==> config.mk <==
export PLATFORM = sky130hd
export DESIGN_NAME = muldiv_sequencer
export DESIGN_NICKNAME = d
export VERILOG_FILES = /design/src/rtl/mips_pkg.sv /design/src/rtl/muldiv_step.sv /design/src/rtl/muldiv_sequencer.sv
export SDC_FILE = /design/constraint.sdc
export NUM_CORES = 1
export LEC_CHECK = 0
export ABC_CLOCK_PERIOD_IN_PS = 6600
export CORE_ASPECT_RATIO = 1.4
export CORE_MARGIN = 3
export CORE_UTILIZATION = 50
export DETAILED_ROUTE_END_ITERATION = 8
export PLACE_DENSITY_LB_ADDON = 0.25
export SYNTH_ARGS = -nofsm -noshare
export SYNTH_HDL_FRONTEND = slang
export SYNTH_SLANG_ARGS = --single-unit
==> constraint.sdc <==
create_clock -name clk -period 6.6 [get_ports clk]
set_input_delay 1.32 -clock clk [delete_from_list [all_inputs] [get_ports clk]]
set_output_delay 1.32 -clock clk [all_outputs]
set_load 0.02 [all_outputs]
==> src/rtl/mips_pkg.sv <==
// Shared encodings and helpers for the multiply/divide unit.
// Pure declarations: no timing or flow control of its own.
// Imported by the sequencer and its datapath step.
package mips_pkg;

    localparam int MD_ITER_CNT = 32;

    typedef enum logic [1:0] {
        MD_MULT  = 2'b00,
        MD_MULTU = 2'b01,
        MD_DIV   = 2'b10,
        MD_DIVU  = 2'b11
    } md_op_e;

    typedef enum logic [1:0] {
        MD_IDLE  = 2'b00,
        MD_ITER  = 2'b01,
        MD_FIXUP = 2'b10
    } md_state_e;

    // Magnitude of a 32-bit operand; 0x80000000 maps to itself, which is the correct unsigned magnitude.
    function automatic logic [31:0] md_abs(input logic [31:0] v, input logic is_signed);
        return (is_signed && v[31]) ? (~v + 32'd1) : v;
    endfunction

endpackage

==> src/rtl/muldiv_step.sv <==
// One iteration of the shared shift/add (multiply) or restoring shift/subtract (divide) datapath.
// Latency: purely combinational.
// Backpressure: none; the sequencer decides when the result is registered.
module muldiv_step
    import mips_pkg::*;
(
    input  logic [63:0] work_dat,
    input  logic [31:0] opnd_dat,
    input  logic        is_div,
    output logic [63:0] work_nxt
);

    logic [32:0] mul_sum;
    logic [32:0] div_top;
    logic [32:0] div_diff;

    always_comb begin
        mul_sum  = {1'b0, work_dat[63:32]} + {1'b0, opnd_dat};
        // Upper half after the left shift, including the bit shifted out of the top.
        div_top  = work_dat[63:31];
        div_diff = div_top - {1'b0, opnd_dat};
        work_nxt = work_dat;

        if (is_div) begin
            if (div_top >= {1'b0, opnd_dat}) begin
                work_nxt = {div_diff[31:0], work_dat[30:0], 1'b1};
            end else begin
                work_nxt = {work_dat[62:0], 1'b0};
            end
        end else begin
            if (work_dat[0]) begin
                work_nxt = {mul_sum, work_dat[31:1]};
            end else begin
                work_nxt = {1'b0, work_dat[63:1]};
            end
        end
    end

endmodule

==> src/rtl/muldiv_sequencer.sv <==
// HI/LO owner and 32-step iterative MULT/MULTU/DIV/DIVU sequencer with ID-stage stall request.
// Latency: accept edge + 32 ITER cycles + 1 FIXUP cycle; divide-by-zero skips ITER.
// Backpressure: no handshake; md_stall holds dependent ID instructions, requests while busy are dropped.
module muldiv_sequencer #(
    parameter int ITER = mips_pkg::MD_ITER_CNT
) (
    input  logic        clk,
    input  logic        reset,
    input  logic        start,
    input  logic [1:0]  op,
    input  logic [31:0] rs_val,
    input  logic [31:0] rt_val,
    input  logic        mthi,
    input  logic        mtlo,
    input  logic        id_hilo_use,
    output logic [31:0] hi,
    output logic [31:0] lo,
    output logic        busy,
    output logic        md_stall
);
    import mips_pkg::*;

    localparam int CW = $clog2(ITER);

    md_state_e     state_q, state_d;
    logic [CW-1:0] count_q, count_d;
    logic [63:0]   work_q, work_d;
    logic [31:0]   opnd_q, opnd_d;
    logic          is_div_q, is_div_d;
    logic          neg_lo_q, neg_lo_d;
    logic          neg_hi_q, neg_hi_d;
    logic [31:0]   hi_q, hi_d;
    logic [31:0]   lo_q, lo_d;

    md_op_e        op_in;
    logic          is_signed_in;
    logic          is_div_in;
    logic [31:0]   rs_mag;
    logic [31:0]   rt_mag;
    logic [63:0]   step_nxt;

    muldiv_step u_step (
        .work_dat (work_q),
        .opnd_dat (opnd_q),
        .is_div   (is_div_q),
        .work_nxt (step_nxt)
    );

    always_comb begin
        op_in        = md_op_e'(op);
        is_signed_in = (op_in == MD_MULT) || (op_in == MD_DIV);
        is_div_in    = (op_in == MD_DIV) || (op_in == MD_DIVU);
        rs_mag       = md_abs(rs_val, is_signed_in);
        rt_mag       = md_abs(rt_val, is_signed_in);

        state_d  = state_q;
        count_d  = count_q;
        work_d   = work_q;
        opnd_d   = opnd_q;
        is_div_d = is_div_q;
        neg_lo_d = neg_lo_q;
        neg_hi_d = neg_hi_q;
        hi_d     = hi_q;
        lo_d     = lo_q;

        case (state_q)
            MD_IDLE: begin
                if (start) begin
                    is_div_d = is_div_in;
                    count_d  = '0;
                    if (is_div_in && (rt_val == 32'd0)) begin
                        // Preload the architectural divide-by-zero result and let FIXUP pass it through untouched.
                        work_d   = {rs_val, 32'hFFFF_FFFF};
                        opnd_d   = 32'd0;
                        neg_lo_d = 1'b0;
                        neg_hi_d = 1'b0;
                        state_d  = MD_FIXUP;
                    end else begin
                        work_d   = {32'd0, is_div_in ? rs_mag : rt_mag};
                        opnd_d   = is_div_in ? rt_mag : rs_mag;
                        neg_lo_d = is_signed_in & (rs_val[31] ^ rt_val[31]);
                        neg_hi_d = is_signed_in & is_div_in & rs_val[31];
                        state_d  = MD_ITER;
                    end
                end else begin
                    if (mthi) hi_d = rs_val;
                    if (mtlo) lo_d = rs_val;
                end
            end

            MD_ITER: begin
                work_d  = step_nxt;
                count_d = count_q + 1'b1;
                if (count_q == CW'(ITER - 1)) begin
                    count_d = '0;
                    state_d = MD_FIXUP;
                end
            end

            MD_FIXUP: begin
                if (is_div_q) begin
                    hi_d = neg_hi_q ? (~work_q[63:32] + 32'd1) : work_q[63:32];
                    lo_d = neg_lo_q ? (~work_q[31:0] + 32'd1) : work_q[31:0];
                end else begin
                    {hi_d, lo_d} = neg_lo_q ? (~work_q + 64'd1) : work_q;
                end
                state_d = MD_IDLE;
            end

            default: begin
                state_d = MD_IDLE;
            end
        endcase
    end

    always_ff @(posedge clk) begin
        if (reset) begin
            state_q  <= MD_IDLE;
            count_q  <= '0;
            work_q   <= '0;
            opnd_q   <= '0;
            is_div_q <= 1'b0;
            neg_lo_q <= 1'b0;
            neg_hi_q <= 1'b0;
            hi_q     <= '0;
            lo_q     <= '0;
        end else begin
            state_q  <= state_d;
            count_q  <= count_d;
            work_q   <= work_d;
            opnd_q   <= opnd_d;
            is_div_q <= is_div_d;
            neg_lo_q <= neg_lo_d;
            neg_hi_q <= neg_hi_d;
            hi_q     <= hi_d;
            lo_q     <= lo_d;
        end
    end

    assign hi       = hi_q;
    assign lo       = lo_q;
    assign busy     = (state_q != MD_IDLE);
    assign md_stall = busy & id_hilo_use;

endmodule

# After elaboration in Yosys (flattened, before gate mapping)
# Index checks and enable logic that the tools add are counted.
[totals]
regBits = 170
inputBits = 72
out_inout_bits = 66
ram_bits = 0
rom_bits = 0
wordCells = 85
latch_bits = 0
mem_count = 0
[classes]
order_cmp = 1
n_shift = 0
n_mul = 0
n_mux = 31
eq_ne = 10
div_mod_pow = 0
n_addsub = 8
n_reduce_logical = 16
n_bitwise = 10
[op_table]
columns = ["cell", "count"]
rows = [
  ["32-bit 2-to-1 mux", 13],
  ["64-bit 2-to-1 mux", 6],
  ["32-bit by 1-bit adder with 32-bit output (second input constant)", 4],
  ["32-bit NOT", 4],
  ["32-bit one-hot mux with 2 select lines", 2],
  ["64-bit one-hot mux with 2 select lines", 1],
  ["64-bit by 1-bit adder with 64-bit output (second input constant)", 1],
  ["64-bit NOT", 1],
  ["32-bit by 32-bit adder with 33-bit output", 1],
  ["33-bit by 32-bit greater-or-equal comparator with 1-bit output", 1],
  ["32-bit zero test", 1],
  ["32-bit subtractor", 1],
  ["5-bit 2-to-1 mux", 2],
  ["2-bit inequality test (second input constant)", 5],
  ["5-bit one-hot mux with 2 select lines", 1],
  ["2-bit equality test (second input constant)", 3],
  ["2-bit 2-to-1 mux", 3],
  ["2-bit AND reduction", 3],
  ["3-bit AND reduction", 2],
  ["2-bit nonzero test", 3],
  ["5-bit by 1-bit adder with 5-bit output (second input constant)", 1],
  ["5-bit equality test (second input constant)", 1],
  ["1-bit AND", 4],
  ["2-bit zero test", 2],
  ["other kinds (6)", 10],
]

# Longest topological paths before layout
# Gate-level depths: netlist of the first run.
[logic_depth]
ltp_word = 8
mapped_depth = 15
depth_no_buf = 13

# By module
# A second synthesis of the first run with hierarchy kept.
[hier_totals]
cells_unflattened = 2277
area_unflattened_um2 = 16397.0
[by_module_without_submodules]
columns = ["module", "instances", "area_per_inst_um2", "cells_each", "seq_area_each_um2"]
rows = [
  ["muldiv_sequencer", 1, 11277.1, 1525, 3403.3],
  ["muldiv_step", 1, 5119.9, 752, 0.0],
]

# Least setup slack after synthesis of the first run
# OpenSTA, ideal clock, no wires.
[synth_path]
path_type = "input-to-reg"
start = "input port rt_val[1]"
end = "register work_q[46]"
t_required_ns = 6.508
arrival_time_ns = 3.804
setup_slack_ns = 2.704
path_buffers = 1
setup_time_ns = 0.092
stages = 11
path_cell_list = "inv_1 ha_1 or4b_1 nor4_2 and3_1 nand2_1 nor2_2 buf_2 a21oi_1 or3_1 o32ai_1"
[synth_via]
elab_chain_cells = 5
[synth_rtl]
columns = ["element", "line", "source"]
rows = [
  ["start, declared", "muldiv_sequencer.sv:12", "input logic [31:0] rt_val,"],
  ["32-bit zero test", "muldiv_sequencer.sv:71", "if (is_div_in && (rt_val == 32'd0)) begin"],
  ["1-bit logical AND", "muldiv_sequencer.sv:71", ""],
  ["64-bit 2-to-1 mux", "muldiv_sequencer.sv:71", ""],
  ["64-bit 2-to-1 mux", "muldiv_sequencer.sv:68", "if (start) begin"],
  ["64-bit one-hot mux with 2 select lines", "muldiv_sequencer.sv:66", "case (state_q)"],
  ["end signal, assigned", "muldiv_sequencer.sv:130", "work_q <= work_d;"],
  ["end, declared", "muldiv_sequencer.sv:27", "logic [63:0] work_q, work_d;"],
]
# No other way between the ends. The select of a mux whose other input is x is not followed.
# A chain may end at the register's enable or synchronous reset.

# Final worst setup path of the first run
[layout_path]
start = "input port rt_val[0]"
end = "register work_q[63]"
# The elaborated chain is that of the path after synthesis.

==> results of run 1 <==
path summary, 6_finish.rpt:
check	slack, ns	end	depth (start not counted)	from
worst max-delay path	1.58	work_q[63]	13	rt_val[0]
worst min-delay path	0.46	lo[2]	2	lo[2]
worst max register to register	2.04	work_q[60]	12	opnd_q[19]
worst min register to register	0.46	lo[2]	2	lo[2]
cell usage after synthesis, types with 9 or more instances:
cell       count
nor2_1       255
a21oi_1      170
dfxtp_1      170
nand2_1      159
clkbuf_1     134
o21ai_0      131
xnor2_1       92
xor2_1        76
ha_1          70
inv_1         57
nor3_1        54
a222oi_1      47
mux2i_1       45
a211oi_1      41
nand3_1       38
o211ai_1      33
nor2b_1       29
o31ai_1       29
a22oi_1       27
a21o_1        23
nand2b_1      19
o22ai_1       19
nor4_1        18
or3_1         18
or4_1         17
a31oi_1       16
and3_1        15
mux2_2        15
nand4_1       15
a221oi_1      14
a211o_1       13
buf_1         13
o221ai_1      12
o21ai_1       11
o21bai_1      11
a2111oi_0     10
o41ai_1       10
a22o_1         9
and2_1         9
sequential cells by signal, summed over array words and instances (netlist names):
register	cells
count_q	5
neg_lo_q	1
opnd_q	32
is_div_q	1
neg_hi_q	1
hi	32
state_q	2
lo	32
work_q	64
power by group:
part,internal [mW],leakage (nW),switching (mW),total (mW)
logic,0.850,4.84,1.41,2.26
clock network,0.511,0.283,0.493,1.00
registers,1.14,1.39,0.219,1.36
total,2.50,6.52,2.12,4.62
cell type report:
cell class                 instances  area (um2)  area share (%)
tap                              380       475.5           2.785
multi-input combinational       1662       10830           63.44
sequential                       170        3405           19.94
timing repair buffer             166        1582           9.263
clock buffer                      19       442.9           2.594
clock inverter                    13       123.9          0.7255
inverter                          57       214.0           1.253
worst max-delay path, delay by kind of cell:
| kind | cells | cell delay, ns |
|---|---|---|
| adders and majority gates | 1 | 0.18 |
| buffers and inverters | 3 | 0.88 |
| and+or+nand+nor | 7 | 2.47 |
| AOI/OAI and AO/OA | 2 | 0.53 |
layout by cell type, fill, tap and decap left out, types with 15 or more instances in the layout:
master | synthesis | final
o211ai_1 | 33 | 33
a22oi_1 | 27 | 27
nor3_1 | 54 | 53
nor4_1 | 18 | 18
xor2_1 | 76 | 76
nand3_1 | 38 | 38
nand2b_1 | 19 | 18
buf_4 | 0 | 30
o31ai_1 | 29 | 29
a31oi_1 | 16 | 16
o22ai_1 | 19 | 19
nand4_1 | 15 | 15
a211oi_1 | 41 | 41
ha_1 | 70 | 70
inv_1 | 57 | 57
a222oi_1 | 47 | 47
nor2_1 | 255 | 253
clkbuf_16 | 0 | 17
a21oi_1 | 170 | 170
or3_1 | 18 | 18
or4_1 | 17 | 17
xnor2_1 | 92 | 92
mux2_2 | 15 | 15
a21o_1 | 23 | 23
dfxtp_1 | 170 | 169
and3_1 | 15 | 15
nor2b_1 | 29 | 25
mux2i_1 | 45 | 45
nand2_1 | 159 | 159
o21ai_0 | 131 | 131
clkdlybuf4s50_1 | 0 | 135
layer usage:
| metal | track usage, % | part of all wire (%) | wire [um] |
|---|---|---|---|
| met1 | 41.47 | 34 | 21840 |
| met2 | 64.01 | 47 | 30250 |
| met3 | 6.928 | 8.4 | 5411 |
| met4 | 33.20 | 11 | 6941 |
| met5 | 0 | 0 | 0 |
cell families after synthesis:
family	after synthesis	share of synthesized area, %
xor+xnor	168	9.792
simple gates	685	21.72
fa+ha+maj	72	6.095
compound gates	677	30.12
mux	60	4.122
flops	170	22.65
buf+inv	214	5.512
stage by stage:
step	utilization (%)	setup slack, ns
4_1_cts	57.98	1.684
2_1_floorplan	-	2.704
3_3_place_gp	56.06	1.363
3_5_place_dp	56.06	1.266
6_report	57.98	1.581
5_1_grt	57.98	1.156
==> key figures, run 1 <==
Run status
  • Status: finished, final reports clean

STA
  • Min cycle time layout: 5.019 ns
  • Final Cycle Share: 76.05%
  • Achievable Freq: 199.2 MHz
  • Worst-Margin Slew: 1.319 ns
  • Max Clock Skew: 0.01507 ns
  • RSZ-0062 raised after global routing: false
  • Max Transition Viols Final: 0
  • Final setup fails: 0
  • Setup TNS: 0 ns
  • Final hold vios: 0
  • Slew headroom: 11.65%
  • Min Hold Slack: 0.4603 ns

Routing
  • Drt wl/cell: 26.12 um
  • DR vias/cell: 6.844
  • Routed Antenna Nets: 0
  • Vias: 16,890
  • Total wire length: 64.45 mm
  • TritonRoute pass-1 iters: 7
  • DRC viols: 0
  • Initial drt markers: 2,193

Cells and area
  • ANT cells: 0
  • Finished Layout Cells: 2,467
  • Final Cell Area: 17,070 um2
  • Filler cells: 2,848
  • Layout cells sized above 1: 5.271%
  • Layout area overhead: 13.61%
  • Nets: 2,218

Synth
  • Ys flop type: dfxtp_1
  • Yosys top cell area share: 22.65%
  • Synth Register Bits: 170
  • Post-Syn Area: 15,030 um2
  • Ys async rst share: 0%
  • Ranking of synthesized cells by area: dfxtp_1, nor2_1, ha_1
  • Synthesized netlist cell count: 2,046
  • Cell taking the most area after synthesis: dfxtp_1
  • Number of synthesis warnings: 0
  • Post-synth EDFFs: 0
  • Synth cell types: 79
  • Sequential element share of the synthesized area: 22.65%
  • Syn_nets: 2,190
  • Syn avg cell area: 7.345 um2

Place
  • GP Congestion: 1.049
  • HPWL after DPL: 48.05 mm
  • Dpl cell area: 16,510 um2
  • IO Port Bufs: 137
  • Inst Count DP: 2,435

Clocking
  • Worst-Skew Late Latency: 0.45 ns
  • Clock-pin slew on the worst setup and hold paths: 0.08 ns
  • H-tree depth: 4
  • CTS Buf Count: 17
  • CTS sink cnt: 170
  • Post-CTS sizing: 0
  • Post-CTS setup buffers: 0
  • Deepest clock path buffer count: 2
  • CTS Hold Buffers Added: 0
  • Clock Tree Root: clkbuf_16
  • CTS tree: yes

Worst setup path
  • Arr. time, crit path: 5.40 ns
  • Critical Path Sink Type: flip-flop
  • Slowest stage cell, crit path: nor4_2
  • Crit-path cells: clkdlybuf4s50_1, inv_1, ha_1, or4b_1, nor4_2, and3_1, nand2_1, nor2_2, buf_4, o21ai_1, nor2_1, nand4_1, o211ai_1
  • Critical path class: in2reg
  • Crit path largest cell delay: 0.62 ns
  • Worst setup SP type: input pin
  • Crit-path max FO: 26
  • Worst EP required: 6.98 ns

Die
  • I/O Pins: 138
  • Die ar.: 32,200 um2
  • Die width: 152.5 um
  • Die Height: 211.1 um
  • Core Box Area: 29,440 um2
  • Row count: 74
  • Initial Utilization: 51.04%

Pwr
  • Leak: 6.521 nW
  • Pwr Density: 270.6 nW/um2
  • Max rail drop VDD: 0.0002385 V
  • Pwr Total: 4.619 mW

GRT
  • GR Util All Layers: 38.18%
  • Pin count of the biggest net entering global routing: 97
  • Vias in the first global route: 15,870
  • Initial antenna violation count: 0
  • Total gr overflow: 0
  • First-pass GRT wire length: 94.95 mm

Worst hold path
  • Min-delay worst type: reg2reg

Run
  • Max_cap viols: 0
(Power assumes the default switching activity.)
==> inputs of run 2 (changes only) <==
- ABC_CLOCK_PERIOD_IN_PS: 6600 -> 4830
- clock period: 6.6 -> 4.83 ns (I/O delays scaled with it)
==> key figures, run 2 (synthesized netlist as in run 1, its figures left out) <==
Routing
  • DRC viols: 0 (unchanged)
  • TritonRoute pass-1 iters: 9 (was 7)
  • Initial drt markers: 2,159 (was 2,193)
  • Total wire length: 68.23 mm (was 64.45 mm)
  • Drt wl/cell: 26.97 um (was 26.12 um)
  • DR vias/cell: 6.902 (was 6.844)
  • Routed Antenna Nets: 0 (unchanged)
  • Vias: 17,460 (was 16,890)

Pwr
  • Leak: 6.863 nW (was 6.521 nW)
  • Pwr Density: 371.1 nW/um2 (was 270.6 nW/um2)
  • Max rail drop VDD: 0.0003040 V (was 0.0002385 V)

GRT
  • Initial antenna violation count: 1 (was 0)
  • First-pass GRT wire length: 100.8 mm (was 94.95 mm)
  • GR Util All Layers: 40.57% (was 38.18%)
  • Vias in the first global route: 16,900 (was 15,870)
  • Pin count of the biggest net entering global routing: 80 (was 97)
  • Total gr overflow: 0 (unchanged)

Die
  • Core Box Area: 29,440 um2 (unchanged)
  • I/O Pins: 138 (unchanged)
  • Die width: 152.5 um (unchanged)
  • Die ar.: 32,200 um2 (unchanged)
  • Die Height: 211.1 um (unchanged)
  • Row count: 74 (unchanged)
  • Initial Utilization: 51.04% (unchanged)

STA
  • Final hold vios: 0 (unchanged)
  • Max Transition Viols Final: 0 (unchanged)
  • Max Clock Skew: 0.01421 ns (was 0.01507 ns)
  • Setup TNS: 0 ns (unchanged)
  • Slew headroom: 7.617% (was 11.65%)
  • Achievable Freq: 228.5 MHz
  • Worst-Margin Slew: 1.368 ns (was 1.319 ns)
  • Min cycle time layout: 4.376 ns
  • Final setup fails: 0 (unchanged)
  • Final Cycle Share: 90.60%
  • RSZ-0062 raised after global routing: false (unchanged)
  • Min Hold Slack: 0.4541 ns (was 0.4603 ns)

Run
  • Max_cap viols: 0 (unchanged)

Worst setup path
  • Arr. time, crit path: 4.71 ns (was 5.40 ns)
  • Worst r2r src: opnd_q[17] (was opnd_q[19])
  • Critical Path Sink Type: flip-flop (unchanged)
  • Worst setup SP type: flip-flop (was input pin)
  • Setup slack, reg-to-reg: 0.45 ns (was 2.04 ns)
  • Reg2reg path depth: 12 (unchanged)
  • Crit-path cells: inv_1, ha_1, nand4_1, nor2_1, and3_1, a211oi_1, o21ai_0, nor3_2, buf_4, mux2i_1, a2111oi_0, a211o_1 (was clkdlybuf4s50_1, inv_1, ha_1, or4b_1, nor4_2, and3_1, nand2_1, nor2_2, buf_4, o21ai_1, nor2_1, nand4_1, o211ai_1)
  • Origin of the worst setup path: opnd_q[17] (was rt_val[0])
  • Critical path class: reg2reg (was in2reg)
  • Slowest stage cell, crit path: nor3_2 (was nor4_2)
  • Crit-path max FO: 13 (was 26)
  • Crit path largest cell delay: 1.07 ns (was 0.62 ns)
  • Worst EP required: 5.16 ns (was 6.98 ns)

Worst hold path
  • WHS Path Cells: 2 (unchanged)
  • Min-delay worst type: reg2reg (unchanged)
  • Hold Path Origin: lo[2] (unchanged)

Clocking
  • Deepest clock path buffer count: 2 (unchanged)
  • Post-CTS sizing: 0 (unchanged)
  • Worst-Skew Late Latency: 0.45 ns (about the same)
  • CTS sink cnt: 170 (unchanged)
  • Clock Tree Root: clkbuf_16 (unchanged)
  • Post-CTS setup buffers: 0 (unchanged)
  • H-tree depth: 4 (unchanged)
  • CTS Buf Count: 17 (unchanged)
  • CTS tree: yes (unchanged)
  • CTS Hold Buffers Added: 0 (unchanged)
  • Clock-pin slew on the worst setup and hold paths: 0.07 ns (was 0.08 ns)

Cells and area
  • Final Cell Area: 17,600 um2 (was 17,070 um2)
  • Most frequent cells in the layout: nor2_1, a21oi_1, dfxtp_1, nand2_1, clkdlybuf4s50_1 (unchanged)
  • Layout cells sized above 1: 8.093% (was 5.271%)
  • Nets: 2,281 (was 2,218)
  • ANT cells: 0 (unchanged)
  • Layout area overhead: 17.12% (was 13.61%)
  • Commonest non-fill, non-tap cell in the layout: nor2_1 (unchanged)
  • Biggest register: work_q (unchanged)
  • Max reg flops: 64 (unchanged)

Place
  • Dpl cell area: 16,980 um2 (was 16,510 um2)
  • HPWL after DPL: 51.13 mm (was 48.05 mm)
  • IO Port Bufs: 137 (unchanged)
  • GP Congestion: 1.046 (was 1.049)

Run status
  • Status: finished, final reports clean (unchanged)
==> run 2: area by class of cell <==
type,instances,area (um2)
clock buffers,17,425.4
inverters,57,214.0
clock inverters,15,195.2
flip-flops and latches,170,3405
well taps,380,475.5
fillers,2810,11840
repair buffers,229,2054
multi-input cells,1662,10830
==> run 2: final timing paths <==
path,end
hold reg to reg,lo[2]
setup reg to reg,work_q[40]
hold / removal,lo[2]
setup / recovery,work_q[40]
==> run 2: critical path: cells and delay by family, from the launching register on <==
kind	cells	cell delay [ns]
flip-flops	1	0.47
multiplexers	1	0.24
AND/OR/NAND/NOR	4	1.75
buffers and inverters	2	0.40
adder cells (fa/ha/maj)	1	0.44
AO/OA/AOI/OAI	4	0.94
==> run 2: through the flow <==
step                      worst slack, ns  instances  utilization (%)  power (mW)
after floorplan                     1.288       2046                -       3.864
after global placement             0.4473       2498            57.67       4.945
after detailed placement           0.3433       2498            57.67       4.964
after CTS                          0.5618       2530            59.77       6.419
after global routing               0.2993       2530            59.77       6.825
final                              0.4541       2530            59.77       6.532
==> run 2: routing by layer <==
metal / global-route usage [%] / vias up / wire [um]
li1: - / 7759 / -
met1: 42.55 / 8086 / 22120
met2: 68.25 / 1170 / 32080
met3: 7.952 / 446 / 6265
met4: 37.66 / 0 / 7763
met5: 0 / - / 0
==> run 2: power breakdown <==
| part | total, mW | internal (mW) | switching [mW] |
|---|---|---|---|
| sequential | 1.79 | 1.55 | 0.238 |
| combinational | 3.28 | 1.23 | 2.05 |
| clock | 1.46 | 0.753 | 0.709 |
| total | 6.53 | 3.53 | 3.00 |
==> inputs of run 3 (changes only) <==
- DONT_BUFFER_PORTS: unset -> 1
==> key figures, run 3 (synthesized netlist as in run 1, its figures left out) <==
Run status
  • Status: finished, final reports clean (unchanged)

Clocking
  • Post-CTS setup buffers: 0 (unchanged)
  • Post-CTS sizing: 0 (unchanged)
  • CTS Buf Count: 17 (unchanged)
  • H-tree depth: 4 (unchanged)
  • CTS sink cnt: 170 (unchanged)
  • Clock Tree Root: clkbuf_16 (unchanged)
  • Worst-Skew Late Latency: 0.45 ns (about the same)
  • Deepest clock path buffer count: 2 (unchanged)
  • CTS Hold Buffers Added: 0 (unchanged)
  • CTS tree: yes (unchanged)
  • Clock-pin slew on the worst setup and hold paths: 0.08 ns (was 0.07 ns)

Die
  • Die Height: 211.1 um (unchanged)
  • Core Box Area: 29,440 um2 (unchanged)
  • Initial Utilization: 51.04% (unchanged)
  • Row count: 74 (unchanged)
  • Die ar.: 32,200 um2 (unchanged)
  • I/O Pins: 138 (unchanged)
  • Die width: 152.5 um (unchanged)

Routing
  • Routed Antenna Nets: 0 (unchanged)
  • DR vias/cell: 6.959 (was 6.902)
  • Vias: 16,410 (was 17,460)
  • Initial drt markers: 1,840 (was 2,159)
  • Drt wl/cell: 27.38 um (was 26.97 um)
  • TritonRoute pass-1 iters: 9 (unchanged)
  • Total wire length: 64.57 mm (was 68.23 mm)
  • DRC viols: 0 (unchanged)

Worst hold path
  • Min-delay worst type: reg2reg (unchanged)

Pwr
  • Leak: 6.135 nW (was 6.863 nW)
  • Max rail drop VDD: 0.0002826 V (was 0.0003040 V)
  • Pwr Density: 383.4 nW/um2 (was 371.1 nW/um2)

GRT
  • GR Util met2: 64.55% (was 68.25%)
  • Routing usage on met1: 41.30% (was 42.55%)
  • Vias in the first global route: 15,680 (was 16,900)
  • Met3 usage in global routing: 7.973% (was 7.952%)
  • Total gr overflow: 0 (unchanged)
  • First-pass GRT wire length: 95.16 mm (was 100.8 mm)
  • GR Util All Layers: 38.42% (was 40.57%)
  • Pin count of the biggest net entering global routing: 141 (was 80)
  • Initial antenna violation count: 1 (unchanged)
  • Top Usage Layer GRT: met2 (unchanged)

Place
  • HPWL after DPL: 48.08 mm (was 51.13 mm)
  • GP Congestion: 1.001 (was 1.046)
  • IO Port Bufs: 0 (was 137)
  • Dpl cell area: 15,320 um2 (was 16,980 um2)

Cells and area
  • Final Cell Area: 15,890 um2 (was 17,600 um2)
  • Biggest register: work_q (unchanged)
  • Layout cells sized above 1: 6.687% (was 8.093%)
  • Commonest non-fill, non-tap cell in the layout: nor2_1 (unchanged)
  • Nets: 2,105 (was 2,281)
  • Max reg flops: 64 (unchanged)
  • Most frequent cells in the layout: nor2_1, a21oi_1, dfxtp_1, nand2_1, o21ai_0 (was nor2_1, a21oi_1, dfxtp_1, nand2_1, clkdlybuf4s50_1)
  • Layout area overhead: 5.762% (was 17.12%)

Worst setup path
  • Critical path class: in2reg (was reg2reg)
  • Worst setup SP type: input pin (was flip-flop)
  • Crit-path max FO: 14 (was 13)
  • Worst EP required: 5.21 ns (was 5.16 ns)
  • Arr. time, crit path: 4.33 ns (was 4.71 ns)
  • Critical Path Sink Type: flip-flop (unchanged)

STA
  • Slew headroom: 14.17% (was 7.617%)
  • Min cycle time layout: 3.952 ns (was 4.376 ns)
  • Final Cycle Share: 81.83% (was 90.60%)
  • Final hold vios: 0 (unchanged)
  • Max Transition Viols Final: 0 (unchanged)
  • Final setup fails: 0 (unchanged)
  • RSZ-0062 raised after global routing: false (unchanged)
  • Setup TNS: 0 ns (unchanged)
  • Max Clock Skew: 0.01012 ns (was 0.01421 ns)
  • Achievable Freq: 253.0 MHz (was 228.5 MHz)
  • Worst-Margin Slew: 1.282 ns (was 1.368 ns)

Run
  • Max_cap viols: 0 (unchanged)
-- run 3: changes by cell type in the layout (fill, tap and decap cells not counted), sizes merged --
| cell | delta |
|---|---|
| clkdlybuf4s50 | -135 |
| clkbuf | +1 |
| bufinv | -1 |
| inv | -1 |
| diode | +4 |
| buf | -41 |
| clkinvlp | +1 |
-- run 3: metrics by stage --
stage	power (mW)	utilization, %	worst slack (ns)	instances	hold slack [ns]
floorplan	3.864	-	1.288	2046	0.4390
global placement	4.653	52.04	0.6697	2322	0.4724
detailed placement	4.673	52.04	0.5688	2322	0.4701
CTS	6.012	53.94	1.013	2354	0.4822
global route	6.408	53.94	0.6699	2354	0.5100
finish	6.094	53.98	0.8775	2358	0.4838
-- run 3: layout make-up --
class,instances,area [um2]
Antenna cell,4,10.01
Clock buffer,18,429.2
Clock inverter,14,131.4
Fill cell,2944,13550
Inverter,57,214.0
Multi-Input combinational cell,1662,10830
Sequential cell,170,3405
Tap cell,380,475.5
Timing Repair Buffer,53,397.9
-- run 3: power by group --
part           total [mW]  leakage (nW)  internal [mW]  switching [mW]
sequential           1.85          1.39           1.55           0.296
clock                1.35         0.276          0.683           0.672
combinational        2.89          4.47           1.09            1.80
total                6.09          6.14           3.32            2.77
-- run 3: worst paths after layout --
check        cells after the start        from    endpoint  slack (ns)
max reg2reg                     11  work_q[33]  work_q[36]        1.00
min reg2reg                      2   opnd_q[5]   opnd_q[5]        0.48
min                              2   opnd_q[5]   opnd_q[5]        0.48
max                             11   rt_val[1]  work_q[63]        0.88
-- run 3: metal layers --
layer  vias to the layer above  share of wire (%)  wire length, um
li1                       7422                  -                -
met1                      7697                 34            21720
met2                       952                 47            30210
met3                       337                8.9             5772
met4                         2                 11             6848
met5                         -              0.020               13
-- run 3: critical path, stage by stage --
cell and delay, ns:
inv_1 0.05, ha_1 0.18, or4b_1 0.55, nor4_2 0.60, and3_1 0.34, nand2_1 0.36, nor2_2 0.28, o21ai_1 0.35
nor2_1 0.35, nand4_1 0.12, o211ai_1 0.17
